$ cat src/rtl/digdug_cus06_seq.sv
`default_nettype none
// ============================================================================
// Module   : digdug_cus06_seq
// Purpose  : Sequencer / NMI scheduler between the main CPU and the DigDug
//            custom chips. Holds the CPU control register, raises the
//            periodic transfer NMI and turns each CPU data or command access
//            into a one-cycle strobe on the shared chip bus. Read data is
//            prefetched into RDBUF so CPU reads never wait on a chip.
// Ports    : CL, RESET (async, active-high)
//            CS/WR/A/DI  - CPU access (A: 0 data, 1 control, 2 command)
//            DO          - CPU read data (combinational on A)
//            NMI, BUSY   - transfer request / strobe in progress
//            CHIP_CS/WR/AD/DO - registered chip strobe outputs
//            CHIP_DI     - packed chip read data, chip n at [8n+7:8n]
// Revision : 1.0  initial release
// ============================================================================
module digdug_cus06_seq #(
  parameter int TICK_DIV = 64
) (
  input  logic        CL,
  input  logic        RESET,
  input  logic        CS,
  input  logic        WR,
  input  logic [1:0]  A,
  input  logic [7:0]  DI,
  output logic [7:0]  DO,
  output logic        NMI,
  output logic        BUSY,
  output logic [3:0]  CHIP_CS,
  output logic        CHIP_WR,
  output logic [4:0]  CHIP_AD,
  output logic [7:0]  CHIP_DO,
  input  logic [31:0] CHIP_DI
);

  localparam int TW = $clog2(TICK_DIV);
  localparam int CW = TW + 3;   // holds up to 7*TICK_DIV-1

  localparam logic [1:0] S_IDLE = 2'd0;
  localparam logic [1:0] S_WSTB = 2'd1;
  localparam logic [1:0] S_RSTB = 2'd2;

  logic [1:0]    r_state;
  logic [7:0]    r_ctrl;
  logic [3:0]    r_idx;
  logic [7:0]    r_rdbuf;
  logic          r_nmi;
  logic          r_busy;
  logic [CW-1:0] r_cnt;
  logic [3:0]    r_chip_cs;
  logic          r_chip_wr;
  logic [4:0]    r_chip_ad;
  logic [7:0]    r_chip_do;

  logic          w_acc;
  logic          w_ctrl_wr;
  logic          w_cmd_wr;
  logic          w_data_acc;
  logic          w_data_wr;
  logic          w_data_rd;
  logic          w_pref;
  logic [3:0]    w_mask;
  logic [3:0]    w_tgt;
  logic [CW-1:0] w_period;
  logic          w_expire;
  logic [7:0]    w_rd_slice;

  // Accesses arriving while a strobe is in flight are dropped entirely.
  assign w_acc      = CS & ~r_busy;
  assign w_ctrl_wr  = w_acc & WR & (A == 2'd1);
  assign w_cmd_wr   = w_acc & WR & (A == 2'd2);
  assign w_data_acc = w_acc & (A == 2'd0);
  // A data access against the programmed direction only acknowledges NMI.
  assign w_data_wr  = w_data_acc &  WR & ~r_ctrl[4];
  assign w_data_rd  = w_data_acc & ~WR &  r_ctrl[4];
  assign w_pref     = w_ctrl_wr & DI[4] & (DI[3:0] != 4'd0);

  // The control-write prefetch must target the mask being written.
  assign w_mask = w_ctrl_wr ? DI[3:0] : r_ctrl[3:0];
  assign w_tgt  = w_mask & (~w_mask + 4'd1);   // isolate lowest set bit

  // Period = R * TICK_DIV; TICK_DIV is a power of two so this is a shift.
  assign w_period = {r_ctrl[7:5], {TW{1'b0}}};
  assign w_expire = (r_ctrl[7:5] != 3'd0) && (r_cnt == w_period - CW'(1));

  // The strobed chip select (registered) picks the slice captured into RDBUF.
  always_comb begin
    w_rd_slice = 8'hFF;
    case (r_chip_cs)
      4'b0001: w_rd_slice = CHIP_DI[7:0];
      4'b0010: w_rd_slice = CHIP_DI[15:8];
      4'b0100: w_rd_slice = CHIP_DI[23:16];
      4'b1000: w_rd_slice = CHIP_DI[31:24];
      default: w_rd_slice = 8'hFF;
    endcase
  end

  always_ff @(posedge CL or posedge RESET) begin
    if (RESET) begin
      r_state   <= S_IDLE;
      r_ctrl    <= 8'h00;
      r_idx     <= 4'd0;
      r_rdbuf   <= 8'hFF;
      r_nmi     <= 1'b0;
      r_busy    <= 1'b0;
      r_cnt     <= '0;
      r_chip_cs <= 4'd0;
      r_chip_wr <= 1'b0;
      r_chip_ad <= 5'd0;
      r_chip_do <= 8'd0;
    end else begin
      // Strobes last exactly one cycle; every strobe state returns to IDLE.
      r_state   <= S_IDLE;
      r_busy    <= 1'b0;
      r_chip_cs <= 4'd0;
      r_chip_wr <= 1'b0;
      r_chip_ad <= 5'd0;
      r_chip_do <= 8'd0;

      if (r_state == S_RSTB) begin
        r_rdbuf <= w_rd_slice;
      end

      if ((r_ctrl[7:5] == 3'd0) || w_expire) begin
        r_cnt <= '0;
      end else begin
        r_cnt <= r_cnt + CW'(1);
      end

      // Expiry beats an acknowledge; a control write (below) beats both.
      if (w_expire) begin
        r_nmi <= 1'b1;
      end else if (w_data_acc) begin
        r_nmi <= 1'b0;
      end

      if (w_ctrl_wr) begin
        r_ctrl <= DI;
        r_idx  <= 4'd0;
        r_cnt  <= '0;
        r_nmi  <= 1'b0;
        if (w_pref) begin
          r_state   <= S_RSTB;
          r_busy    <= 1'b1;
          r_chip_cs <= w_tgt;
          r_chip_ad <= 5'h00;
          r_idx     <= 4'd1;
        end
      end else if (w_cmd_wr) begin
        r_state   <= S_WSTB;
        r_busy    <= 1'b1;
        r_chip_cs <= w_tgt;
        r_chip_wr <= 1'b1;
        r_chip_ad <= 5'h10;
        r_chip_do <= DI;
        r_idx     <= 4'd0;
      end else if (w_data_wr) begin
        r_state   <= S_WSTB;
        r_busy    <= 1'b1;
        r_chip_cs <= w_tgt;
        r_chip_wr <= 1'b1;
        r_chip_ad <= {1'b0, r_idx};
        r_chip_do <= DI;
        r_idx     <= r_idx + 4'd1;
      end else if (w_data_rd) begin
        r_state   <= S_RSTB;
        r_busy    <= 1'b1;
        r_chip_cs <= w_tgt;
        r_chip_ad <= {1'b0, r_idx};
        r_idx     <= r_idx + 4'd1;
      end
    end
  end

  always_comb begin
    DO = 8'hFF;
    case (A)
      2'd0:    DO = r_rdbuf;
      2'd1:    DO = r_ctrl;
      default: DO = 8'hFF;
    endcase
  end

  assign NMI     = r_nmi;
  assign BUSY    = r_busy;
  assign CHIP_CS = r_chip_cs;
  assign CHIP_WR = r_chip_wr;
  assign CHIP_AD = r_chip_ad;
  assign CHIP_DO = r_chip_do;

endmodule
`default_nettype wire

$ cat config.mk
export PLATFORM = sky130hd
export DESIGN_NAME = digdug_cus06_seq
export DESIGN_NICKNAME = d
export VERILOG_FILES = /design/src/rtl/digdug_cus06_seq.sv
export SDC_FILE = /design/constraint.sdc
export NUM_CORES = 1
export LEC_CHECK = 0
export ABC_AREA = 1
export CORE_UTILIZATION = 43
export CTS_CLUSTER_DIAMETER = 30
export DETAILED_ROUTE_END_ITERATION = 8
export GPL_TIMING_DRIVEN = 0
export PLACE_DENSITY = 0.7
export SETUP_SLACK_MARGIN = 0.4
export SLEW_MARGIN = 40
export SYNTH_ARGS = -nofsm -noshare
export SYNTH_HDL_FRONTEND = slang
export SYNTH_SLANG_ARGS = --single-unit
export TNS_END_PERCENT = 50
$ cat constraint.sdc
create_clock -name CL -period 5 [get_ports CL]
set_clock_uncertainty 0.15 [all_clocks]
set_input_delay 1.5 -clock CL [delete_from_list [all_inputs] [get_ports CL]]
set_output_delay 1.5 -clock CL [all_outputs]
set_load 0.02 [all_outputs]
==> run_results.csv <==
group,metric,value,unit
status,outcome,"finished, final reports clean",
placed_design,port_buffers,73,
worst_setup_path,worstSetupPathType,"in -> out",
synthesis,ys_top_cells_by_area,"dfrtp_1 (40%), nand2_1 (13%), dfstp_2 (8.0%)",
power_and_ir_drop,p_per_area,304,nW/µm²
die,start_util,44.4,%
power_and_ir_drop,max-vdd-ir-drop,0.213,mV
timing,worstMarginPinSlew,0.530,ns
worst_setup_path,critPathArrivalTime,3.04,ns
routing,initialDrtViolationCount,176,
finish,fillers,544,
finish,multiInputGateArea,1170,µm²
power_and_ir_drop,p_leak,1.74,nW
global_routing,grt_pass1_vias,2119,
synthesis,yosys.area.top_type_share,40.0,%
clocking,clkLatencyLatePin,0.30,ns
synthesis,ys_ff_latch,50,
global_routing,met3_usage,5.11,%
clocking,cts_sinks,50,
die,die_area,6430,µm²
synthesis,synthFlopType,"dfrtp_1",
synthesis,synth_edf_count,0,
routing,route.detailed.drc,0,
die,die_x,80.2,µm
global_routing,use_met2,32.2,%
synthesis,synth.avg_cell_area,7.89,µm²
routing,dr.pass1.iters,4,
global_routing,grt_max_degree,40,
synthesis,postSynth.asyncResetShare,100,%
clocking,cts_max_level,2,
timing,clock.fmax,213,MHz
die,die_y,80.2,µm
global_routing,gr-total-overflow,0,
die,coreArea,5920,µm²
placed_design,place_inst,482,
worst_setup_path,worstPathRequired,3.35,ns
synthesis,syn_area,2630,µm²
synthesis,synth_warnings,0,
routing,avgViaCountPerCell,4.80,
global_routing,busiest_layer,"met2",
global_routing,globalRouteMet1Util,27.4,%
global_routing,grtUsageTotal,20.2,%
synthesis,yosysUniqueCellTypes,27,
finish,seqCellArea,1260,µm²
clocking,numCtsBuffers,5,
die,io_pins,74,
global_routing,antenna_found_initial,0,
worst_setup_path,worstPathMaxFanout,5,
synthesis,yosys.area.top_type,"dfrtp_1",
clocking,clkTransAtPathRegs,0.09,ns
synthesis,synthCells,333,
global_routing,grt_pass1_wl,9850,µm
timing,min_period_over_period,93.8,%
clocking,cts_tree,"built",
placed_design,hpwl,4750,µm
routing,drt_wl_total,6070,µm
finish,diodes,0,
routing,post_drt_wl_per_cell,12.4,µm
timing,min_period,4.69,ns
worst_hold_path,hold_path.class,"reg -> reg",
finish,areaGrowthSynthToFinish,36.0,%
finish,final_cells,490,
timing,slew_headroom,64.5,%
worst_setup_path,end_kind,"output pin",
clocking,clockBufferDepth,2,
timing,setup_tns,0,ns
synthesis,synth.most_common_cell,"nand2_1",
timing,hold_viol,0,
synthesis,synth_common_cells,"nand2_1 (92), nor2_1 (50), dfrtp_1 (42), inv_1 (37), nand3_1 (24)",
clocking,cts-root-buf,"clkbuf_8",
timing,drv_slew,0,
flow_run,cap_violations,0,
worst_setup_path,critPathLaunchType,"input pin",
synthesis,syn_nets,383,
routing,ant_nets,0,
synthesis,synth-seq-area-share,48.0,%
die,num_rows,28,
finish,drive_gt1_share,10.8,%
finish,nNetsFinal,464,
timing,rsz0062_at_grt,"true",
routing,vias,2351,
timing,final-setup-viol-count,0,
placed_design,gp_congestion,0.790,
state kept, by name, indices dropped and copies added (netlist names), 4 cells and up:
register	cells
CHIP_AD	5
r_ctrl	8
r_rdbuf	8
r_cnt	9
CHIP_DO	8
r_idx	4
CHIP_CS	4
logic make-up after synthesis:
kind of cell    after synthesis  share of synthesized area (%)
xor+xnor                     11                           3.67
compound gates               25                           5.29
flops                        50                           48.0
simple gates                197                           33.7
fa+ha+maj                     4                           1.90
buf+inv                      46                           7.43
through the flow:
stage	utilization (%)	worst slack, ns	total power, W	hold slack [ns]	area, µm²
finish	60.4	0.309	0.00109	0.323	3570
CTS	60.3	0.251	0.00110	0.325	3570
global placement	58.3	0.207	0.000831	0.296	3450
floorplan	-	1.30	0.000722	0.283	2630
detailed placement	58.7	0.223	0.000846	0.309	3470
global route	60.4	0.237	0.00116	0.340	3570
repair_timing:
action                                  4_1_cts  5_1_grt
gates resized for setup                       4        2
endpoints found under the setup margin        8        4
buffers inserted                              0        0
endpoints found under the hold margin         0        0
hold buffers                                  0        0
per-layer routing:
layer  share of wire [%]  vias up
met5                   0        -
met4                 1.0        0
met3                 5.0        8
met2                  48       54
met1                  46     1082
li1                    -     1207
power by group:
part           switching, W  internal, W  leakage [nW]
Sequential        0.0000448     0.000485         0.645
Combinational      0.000169     0.000134          1.05
Clock              0.000141     0.000114        0.0478
placed cells by master, fill, tap and decap left out, types with 5 or more instances in the layout:
cell | Yosys | final
nand2_2 | 5 | 5
nand3_1 | 24 | 24
xor2_1 | 8 | 8
inv_1 | 37 | 36
o21ai_0 | 6 | 6
dfrtp_1 | 42 | 42
clkbuf_8 | 0 | 6
nand4_1 | 10 | 10
dfstp_2 | 8 | 8
inv_2 | 6 | 6
nand2_1 | 92 | 92
clkdlybuf4s50_1 | 0 | 67
nor2_1 | 50 | 50
o21ai_1 | 7 | 7
a21oi_1 | 8 | 8
critical path, stage by stage:
cell and delay [ns]:
clkdlybuf4s50_1 0.51, inv_2 0.06, nand2_2 0.16, nor2_1 0.08
nor2_1 0.12, clkdlybuf4s50_1 0.61
worst paths after layout:
path / start / end / slack [ns] / cells past startpoint
setup reg to reg: r_ctrl[5] / r_cnt[3] / 3.28 / 9
max in group asynchronous: RESET / r_rdbuf[6] / 2.92 / 3
hold reg to reg: r_cnt[0] / r_cnt[0] / 0.32 / 1
hold / removal: r_cnt[0] / r_cnt[0] / 0.32 / 1
setup / recovery: A[1] / DO[2] / 0.31 / 6
min in group asynchronous: RESET / CHIP_AD[1] / 1.29 / 2
layout make-up:
class,instances,area share [%]
clock inverters,2,0.455
flip-flops and latches,50,35.3
inverters,43,4.59
multi-input cells,237,32.8
clock buffers,6,2.31
repair buffers,74,21.0
plain buffers,3,0.945
well taps,75,2.63
(Power assumes the default switching activity.)
